==> src/rtl/router_pkg.sv <==
// Shared router definitions: allocator state encoding and default port/credit sizing.
package router_pkg;
  typedef enum logic {OPA_IDLE = 1'b0, OPA_LOCKED = 1'b1} opa_state_e;

  localparam int NR_PORTS    = 5;
  localparam int DEF_CREDITS = 4;
endpackage

==> src/rtl/rr_pick.sv <==
// Round-robin pick: first requester at index >= ptr, else lowest requester (wrap-around).
module rr_pick
  import router_pkg::*;
#(
  parameter int NR = NR_PORTS,
  parameter int PW = $clog2(NR)
) (
  input  logic [NR-1:0] req,
  input  logic [PW-1:0] ptr,
  output logic [NR-1:0] gnt,
  output logic [PW-1:0] idx
);
  logic found;

  always_comb begin
    gnt   = '0;
    idx   = '0;
    found = 1'b0;
    for (int i = 0; i < NR; i++) begin
      if (!found && req[i] && (i >= int'(ptr))) begin
        gnt[i] = 1'b1;
        idx    = PW'(i);
        found  = 1'b1;
      end
    end
    // Nothing at or above the pointer: wrap to the lowest requester.
    for (int i = 0; i < NR; i++) begin
      if (!found && req[i]) begin
        gnt[i] = 1'b1;
        idx    = PW'(i);
        found  = 1'b1;
      end
    end
  end
endmodule

==> src/rtl/out_port_alloc.sv <==
// Per-output-port wormhole allocator with round-robin arbitration and credit gating.
// Optional build macro OPA_CREDIT_CHK_EN adds the sticky CREDIT_ERR flag.
module out_port_alloc
  import router_pkg::*;
#(
  parameter int NR      = NR_PORTS,
  parameter int CREDITS = DEF_CREDITS,
  parameter int PW      = $clog2(NR),
  parameter int CW      = $clog2(CREDITS + 1)
) (
  input  logic          CLK,
  input  logic          RSTn,
  input  logic [NR-1:0] REQ,
  input  logic [NR-1:0] TAIL,
  input  logic          CREDIT_IN,
  output logic [NR-1:0] GRT,
  output logic          VLD_OUT,
  output logic          LOCKED,
  output logic [CW-1:0] CREDIT_CNT
`ifdef OPA_CREDIT_CHK_EN
  ,
  output logic          CREDIT_ERR
`endif
);
  localparam logic [CW-1:0] CRED_MAX = CW'(CREDITS);
  localparam logic [PW-1:0] PTR_LAST = PW'(NR - 1);

  opa_state_e    state_q, state_d;
  logic [PW-1:0] ptr_q, ptr_d, owner_q, owner_d;
  logic [CW-1:0] cred_q, cred_d;
  logic [NR-1:0] pick_gnt, owner_oh;
  logic [PW-1:0] pick_idx;
  logic          cred_ok, grant, grant_tail;

  function automatic logic [PW-1:0] ptr_after(input logic [PW-1:0] p);
    return (p == PTR_LAST) ? '0 : p + 1'b1;
  endfunction

  // Simultaneous grant and return cancel; returns beyond full depth are dropped.
  function automatic logic [CW-1:0] cred_update(input logic [CW-1:0] c,
                                                input logic dec, input logic inc);
    logic [CW-1:0] r;
    r = c;
    if (dec && !inc)
      r = c - 1'b1;
    else if (inc && !dec && (c != CRED_MAX))
      r = c + 1'b1;
    return r;
  endfunction

  rr_pick #(.NR(NR), .PW(PW)) u_pick (
    .req (REQ),
    .ptr (ptr_q),
    .gnt (pick_gnt),
    .idx (pick_idx)
  );

  assign owner_oh   = NR'(1) << owner_q;
  assign cred_ok    = (cred_q != '0);
  assign grant      = |GRT;
  assign grant_tail = |(GRT & TAIL);

  always_ff @(posedge CLK) begin
    if (!RSTn) begin
      state_q <= OPA_IDLE;
      ptr_q   <= '0;
      owner_q <= '0;
      cred_q  <= CRED_MAX;
    end else begin
      state_q <= state_d;
      ptr_q   <= ptr_d;
      owner_q <= owner_d;
      cred_q  <= cred_d;
    end
  end

  always_comb begin
    state_d = state_q;
    ptr_d   = ptr_q;
    owner_d = owner_q;
    case (state_q)
      OPA_IDLE: begin
        if (grant) begin
          if (grant_tail) begin
            ptr_d = ptr_after(pick_idx);
          end else begin
            state_d = OPA_LOCKED;
            owner_d = pick_idx;
          end
        end
      end
      OPA_LOCKED: begin
        if (grant && grant_tail) begin
          state_d = OPA_IDLE;
          ptr_d   = ptr_after(owner_q);
        end
      end
      default: state_d = OPA_IDLE;
    endcase
    cred_d = cred_update(cred_q, grant, CREDIT_IN);
  end

  // Zero-cycle grant: the crossbar select is driven straight from this decode.
  always_comb begin
    GRT = '0;
    if (cred_ok) begin
      if (state_q == OPA_IDLE)
        GRT = pick_gnt;
      else if (REQ[owner_q])
        GRT = owner_oh;
    end
  end

  assign VLD_OUT    = grant;
  assign LOCKED     = (state_q == OPA_LOCKED);
  assign CREDIT_CNT = cred_q;

`ifdef OPA_CREDIT_CHK_EN
  logic err_q, overflow, bad_tail;

  assign overflow = CREDIT_IN && !grant && (cred_q == CRED_MAX);
  assign bad_tail = (state_q == OPA_LOCKED) && REQ[owner_q] && (|(GRT & TAIL & ~owner_oh));

  always_ff @(posedge CLK) begin
    if (!RSTn)
      err_q <= 1'b0;
    else if (overflow || bad_tail)
      err_q <= 1'b1;
  end

  assign CREDIT_ERR = err_q;
`endif
endmodule

==> config.mk <==
export PLATFORM = sky130hd
export DESIGN_NAME = out_port_alloc
export DESIGN_NICKNAME = d
export VERILOG_FILES = /design/src/rtl/router_pkg.sv /design/src/rtl/rr_pick.sv /design/src/rtl/out_port_alloc.sv
export SDC_FILE = /design/constraint.sdc
export NUM_CORES = 1
export LEC_CHECK = 0
export ABC_CLOCK_PERIOD_IN_PS = 5500
export CAP_MARGIN = 10
export CELL_PAD_IN_SITES_DETAIL_PLACEMENT = 0
export CELL_PAD_IN_SITES_GLOBAL_PLACEMENT = 2
export CORE_MARGIN = 2
export CORE_UTILIZATION = 32
export CTS_BUF_LIST = sky130_fd_sc_hd__clkbuf_4 sky130_fd_sc_hd__clkbuf_8
export DETAILED_ROUTE_END_ITERATION = 8
export PLACE_DENSITY_LB_ADDON = 0.2
export SYNTH_ARGS = -nofsm -noshare
export SYNTH_HDL_FRONTEND = slang
export SYNTH_SLANG_ARGS = --single-unit
export TNS_END_PERCENT = 30
==> constraint.sdc <==
create_clock -name CLK -period 5.5 [get_ports CLK]
set_clock_uncertainty 0.15 [all_clocks]
set_input_delay 0.825 -clock CLK [delete_from_list [all_inputs] [get_ports CLK]]
set_output_delay 0.825 -clock CLK [all_outputs]
set_load 0.01 [all_outputs]
### Yosys cells after proc, flatten, opt, wreduce, memory -nomap -nowiden

Index checks and enable logic that the tools add are counted.
W data, S select, Z words.

| operators by class | value |
|---|---|
| add/subtract/negate cells | 4 |
| multiply operators | 0 |
| divide/modulo/power cells | 0 |
| order comparisons | 6 |
| eq/ne operators | 6 |
| shift-type cells | 1 |
| multiplexer cells | 44 |
| bitwise logic cells | 3 |
| reductions and logical operators | 35 |

Operators with widths:

| kind | number |
|---|---|
| $mux W3 | 13 |
| $mux W1 | 23 |
| $logic_and A1 B1 Y1 | 18 |
| $mux W5 | 3 |
| $logic_not A1 Y1 | 11 |
| $reduce_or A5 Y1 | 2 |
| $add A3 B1 Y3 const B | 3 |
| $eq A3 B3 Y1 const B | 2 |
| $ge A1 B3 Y1 const A | 2 |
| $ge A2 B3 Y1 const A | 2 |
| $pmux W3 S2 | 1 |
| $reduce_and A3 Y1 | 2 |
| $and A5 B5 Y5 | 1 |
| $shl A1 B3 Y5 const A | 1 |
| $lt A3 B4 Y1 const B | 1 |
| $mux W2 | 2 |
| $ne A2 B2 Y1 const B | 2 |
| $bmux W1 S3 | 1 |
| $ge A3 B3 Y1 const A | 1 |
| $ne A3 B3 Y1 const B | 1 |
| $reduce_bool A3 Y1 | 1 |
| $sub A3 B1 Y3 const B | 1 |
| $ne A2 B1 Y1 const B | 1 |
| $not A1 Y1 | 2 |
| 2 further kinds | 2 |

| storage, ports and cells | value |
|---|---|
| register bits after elaboration | 10 |
| bits in latches | 0 |
| bits in writable memories | 0 |
| bits in read-only memories | 0 |
| input port bits | 13 |
| output and inout port bits | 10 |
| word-level logic and storage cells | 103 |
| memories kept | 0 |

### Longest topological paths before layout

| logic depth | value |
|---|---|
| depth after elaboration | 42 |
| mapped depth | 14 |
| depth with buffers taken out | 12 |

### By module

Synthesis repeated with hierarchy kept, for this count alone.

| unflattened totals | value |
|---|---|
| cells, all modules | 153 |
| area, all modules | 1227.4 µm² |

By module, submodules not included:

| module | times used | cells each | area each (µm²) | sequential area each (µm²) |
|---|---|---|---|---|
| out_port_alloc | 1 | 120 | 973.4 | 200.2 |
| rr_pick | 1 | 33 | 254.0 | 0.0 |

### Worst setup path after synthesis

OpenSTA, ideal clock, no wires.

| timing path | value |
|---|---|
| path type | input port to flip-flop |
| start point | in REQ[0] |
| end point | reg cred_q[1] (netlist: CREDIT_CNT[1]) |
| library setup time | 0.120 ns |
| data arrival time | 3.629 ns |
| data required time | 5.230 ns |
| slack | 1.601 ns |
| stages on the path | 13 |
| path buffers | 1 |
| path through | nor2b_1 o21a_1 or4_1 nand3_1 nor3_2 and3_1 buf_6 inv_6 or2b_1 fa_1 and3b_1 mux2_4 o31a_1 |

| between the ends | value |
|---|---|
| elaborated cells on any way between the ends | 53 |
| those cells by class | mux (24); reduce/logical (29) |

RTL lines:

| what | RTL line | RTL |
|---|---|---|
| start, declared | out_port_alloc.sv:13 | `input logic [NR-1:0] REQ,` |
| $logic_and A1 B1 Y1 | rr_pick.sv:20 | `if (!found && req[i] && (i >= int'(ptr))) begin` |
| $mux W1 | rr_pick.sv:20 |  |
| $logic_not A1 Y1 | rr_pick.sv:20 |  |
| $logic_and A1 B1 Y1 (2 in a row) | rr_pick.sv:20 |  |
| $mux W1 | rr_pick.sv:20 |  |
| $logic_not A1 Y1 | rr_pick.sv:20 |  |
| $logic_and A1 B1 Y1 (2 in a row) | rr_pick.sv:20 |  |
| $mux W1 | rr_pick.sv:20 |  |
| [17 not listed] | -- |  |
| $mux W5 (*) | out_port_alloc.sv:107 | `if (state_q == OPA_IDLE)` |
| $mux W5 (*) | out_port_alloc.sv:106 | `if (cred_ok) begin` |
| named net GRT[2] | out_port_alloc.sv:16 | `output logic [NR-1:0] GRT,` |
| $reduce_or A5 Y1 (*) | out_port_alloc.sv:60 | `assign grant = \|GRT;` |
| named net VLD_OUT | out_port_alloc.sv:17 | `output logic VLD_OUT,` |
| $logic_not A1 Y1 | out_port_alloc.sv:46 | `else if (inc && !dec && (c != CRED_MAX))` |
| $logic_and A1 B1 Y1 (2 in a row) | out_port_alloc.sv:46 |  |
| $reduce_bool A2 Y1 (no source line) | -- |  |
| end signal, assigned | out_port_alloc.sv:73 | `cred_q <= cred_d;` |
| end, declared | out_port_alloc.sv:30 | `logic [CW-1:0] cred_q, cred_d;` |

Mark *: on every way through the listed nets, which the timed path passes. The rest lies on a longest branch. The select of a mux whose other input is x is not followed.
A chain may end at the register's enable or synchronous reset.

### Worst setup path after layout

| timing path | value |
|---|---|
| start point | in REQ[4] |
| end point | out VLD_OUT |

| between the ends | value |
|---|---|
| word-level cells in the longest chain between the ends | 21 |
| elaborated cells on any way between the ends | 29 |
| those cells by class | mux (16); reduce/logical (13) |

Ends and longest elaborated chain:

| what | RTL line | RTL |
|---|---|---|
| $logic_and A1 B1 Y1 (2 in a row) | rr_pick.sv:20 |  |
| $mux W1 | rr_pick.sv:20 |  |
| $logic_not A1 Y1 | rr_pick.sv:28 | `if (!found && req[i]) begin` |
| $logic_and A1 B1 Y1 | rr_pick.sv:28 |  |
| $mux W1 | rr_pick.sv:28 |  |
| $logic_not A1 Y1 | rr_pick.sv:28 |  |
| $logic_and A1 B1 Y1 | rr_pick.sv:28 |  |
| $mux W1 | rr_pick.sv:28 |  |
| [4 not listed] | -- |  |
| $logic_and A1 B1 Y1 | rr_pick.sv:28 |  |
| $mux W1 | rr_pick.sv:28 |  |
| $logic_not A1 Y1 | rr_pick.sv:28 |  |
| $logic_and A1 B1 Y1 | rr_pick.sv:28 |  |
| $mux W1 | rr_pick.sv:28 |  |
| $mux W5 (*) | out_port_alloc.sv:107 |  |
| $mux W5 (*) | out_port_alloc.sv:106 |  |
| $reduce_or A5 Y1 (*) | out_port_alloc.sv:60 |  |
| end, declared | out_port_alloc.sv:17 |  |

Every way passes the cells marked *; elsewhere a longest branch is shown, timed or not. The select of a mux whose other input is x is not followed.

==> load_flow_metrics.sql <==
INSERT INTO impl_metrics (metric_group, metric, value, unit) VALUES
('place', 'post_dp_cell_area', '1350', 'um2'),
('place', 'numPortBuffers', '22', ''),
('final_layout', 'final_common_cell', 'clkdlybuf4s50_1', ''),
('final_layout', 'antenna_cells', '0', ''),
('synthesis', 'yosys.cell_types.count', '50', ''),
('detailed_routing', 'met3RoutedLength', '89', 'um'),
('sta', 'fin_setup_tns', '0', 'ps'),
('detailed_routing', 'drtIter0Drc', '91', ''),
('synthesis', 'synth_area_per_cell', '7.75', 'um2'),
('status', 'run_status', 'complete, no violations', ''),
('place', 'globalplace.congestion', '0.804', ''),
('sta', 'timing_max_transition_violations_final', '0', ''),
('clocking', 'clkSinkCount', '10', ''),
('die', 'io_pins', '23', ''),
('die', 'row_count', '21', ''),
('die', 'die_h', '63.1', 'um'),
('grt', 'overall_global_routing_usage', '15.9', '%'),
('detailed_routing', 'antenna_violating_nets_left', '0', ''),
('power', 'p_leak', '0.000580', 'uW'),
('critical_path', 'cp-start-kind', 'input port', ''),
('grt', 'grt_start_max_net_pins', '15', ''),
('detailed_routing', 'post-route-drc-count', '0', ''),
('critical_path', 'arrival', '3540', 'ps'),
('die', 'design.core.area', '3340', 'um2'),
('clocking', 'ctsResizeCount', '0', ''),
('synthesis', 'nets_in_the_synthesized_netlist', '165', ''),
('synthesis', 'synth.yosys.seq_area_share', '17.9', '%'),
('power', 'sw_frac_of_total', '47.3', '%'),
('critical_path', 'criticalPathCategory', 'in -> out', ''),
('clocking', 'cts_tree', 'built', ''),
('synthesis', 'synth_flop_cell', 'dfxtp_1', ''),
('final_layout', 'finish.utilization', '41.1', '%'),
('detailed_routing', 'routed_wl', '3000', 'um'),
('sta', 'slew_headroom', '45.4', '%'),
('grt', 'grt_first_pass_wirelength', '5180', 'um'),
('power', 'power_per_cell_area', '445', 'nW/um2'),
('grt', 'grt_pass1_vias', '1106', ''),
('clocking', 'cts-buffers-inserted', '3', ''),
('sta', 'hold_viol', '0', ''),
('critical_path', 'critical_path.max_fanout', '7', ''),
('sta', 'hold_slack', '387', 'ps'),
('final_layout', 'finalInstanceArea', '1370', 'um2'),
('die', 'floorplan.initialDensity', '33.4', '%'),
('power', 'pwr-share-comb', '68.4', '%'),
('final_layout', 'finalNetCount', '185', ''),
('min_path', 'min-delay-path-class', 'reg -> reg', ''),
('detailed_routing', 'wl_per_cell', '14.4', 'um'),
('grt', 'grt_antenna_before_repair', '0', ''),
('clocking', 'path_clk_slew', '60', 'ps'),
('critical_path', 'cp_data_required_time', '4530', 'ps'),
('place', 'dp.final_hpwl', '2370', 'um'),
('final_layout', 'layout.cells.most_common_list', 'clkdlybuf4s50_1, nand2_1, inv_1, nor2_1, dfxtp_1', ''),
('clocking', 'clock_insertion_delay_worst_skew', '250', 'ps'),
('critical_path', 'cp-end-kind', 'output port', ''),
('sta', 'clock.fmax', '222', 'MHz'),
('synthesis', 'postSynthCellCount', '144', ''),
('sta', 'finalCriticalPeriod', '4510', 'ps'),
('clocking', 'postCtsSetupBuffers', '0', ''),
('final_layout', 'area_growth_syn_to_layout', '23.0', '%'),
('power', 'cellInternalPower', '322', 'uW'),
('clocking', 'clk_root_buffer_cell', 'clkbuf_4', ''),
('final_layout', 'drive_above_1_share', '7.41', '%'),
('sta', 'setup_viol', '0', ''),
('detailed_routing', 'dr_wl_met2', '1330', 'um'),
('synthesis', 'async_flop_share', '0', '%'),
('clocking', 'cts_htree_levels', '1', ''),
('power', 'power.sequential.fraction', '24.0', '%'),
('detailed_routing', 'num_vias', '1097', ''),
('clocking', 'clock_tree.buffer_depth', '2', ''),
('sta', 'worst-slew-pin-transition', '815', 'ps'),
('run', 'maxCapViolations', '0', '');
## power by group through the flow
stage / registers (uW) / logic (uW) / clock network [uW]
6_report: 147 / 418 / 46.8
5_1_grt: 153 / 461 / 51.7
4_1_cts: 146 / 419 / 49.2
3_5_place_dp: 147 / 415 / 0
3_3_place_gp: 147 / 414 / 0
2_1_floorplan: 121 / 328 / 0
## stage by stage
step	power, uW	cells	worst slack, ps
after global routing	665	208	812
after global placement	562	205	878
after CTS	614	208	970
after floorplan	449	144	1600
after detailed placement	563	205	756
final	611	208	986
## state kept, by name, indices dropped and copies added, names as in the netlist, named ones only
register / flops
CREDIT_CNT: 3
owner_q: 3
ptr_q: 3
## routing by layer
layer	vias up	track usage, %
met1	524	23.7
met2	17	24.2
li1	556	-
met5	-	0
met4	0	0.833
met3	0	3.75
## worst paths after layout
path | from | depth (start not counted) | slack (ps) | to
hold reg to reg | CREDIT_CNT[0] | 2 | 390 | CREDIT_CNT[0]
setup / recovery | REQ[4] | 9 | 990 | VLD_OUT
hold / removal | CREDIT_CNT[0] | 2 | 390 | CREDIT_CNT[0]
setup reg to reg | ptr_q[1] | 11 | 1730 | CREDIT_CNT[1]
## worst max-delay path, cell delays in order
cell and delay (ps):
clkdlybuf4s50_1 600, or3b_1 400, o21ai_0 150, o32ai_1 130, a32o_1 330, nor3_2 120
and3_1 410, inv_6 70, clkdlybuf4s50_1 490
## synthesized netlist by cell type (2+ instances only)
cell type,instances,share of area [%]
nor3_1,5,2.2
a32oi_1,2,1.6
clkbuf_1,3,1.0
nand3_1,5,2.2
o211ai_1,3,2.0
buf_2,2,0.90
dfxtp_1,10,18
nor2_1,12,4.0
o21ai_0,5,2.2
mux2i_1,7,6.3
nand2b_1,3,1.7
inv_1,15,5.0
o211a_1,3,2.7
nor2b_1,2,1.1
a21oi_1,4,1.8
ha_1,7,7.8
and3_1,2,1.1
nor3b_1,5,3.4
nand2_1,17,5.7
buf_6,2,2.0
## area by class of cell
type	count	area (um2)
tap	46	57.6
inverter	16	65.1
timing repair buffer	22	220
multi-input combinational	111	807
fill	367	1960
clock buffer	3	22.5
sequential	10	200
## cells by family (layout without fill, tap and decap cells)
group / Yosys count / count (layout) / share of synthesized area, %
AND/OR/NAND/NOR: 60 / 60 / 28.7
AO/OA/AOI/OAI: 33 / 33 / 23.3
buffers and inverters: 23 / 41 / 9.75
multiplexers: 10 / 10 / 10.6
flip-flops: 10 / 10 / 17.9
adder cells (fa/ha/maj): 8 / 8 / 9.64
No activity file was read; power rests on OpenSTA's default activity.
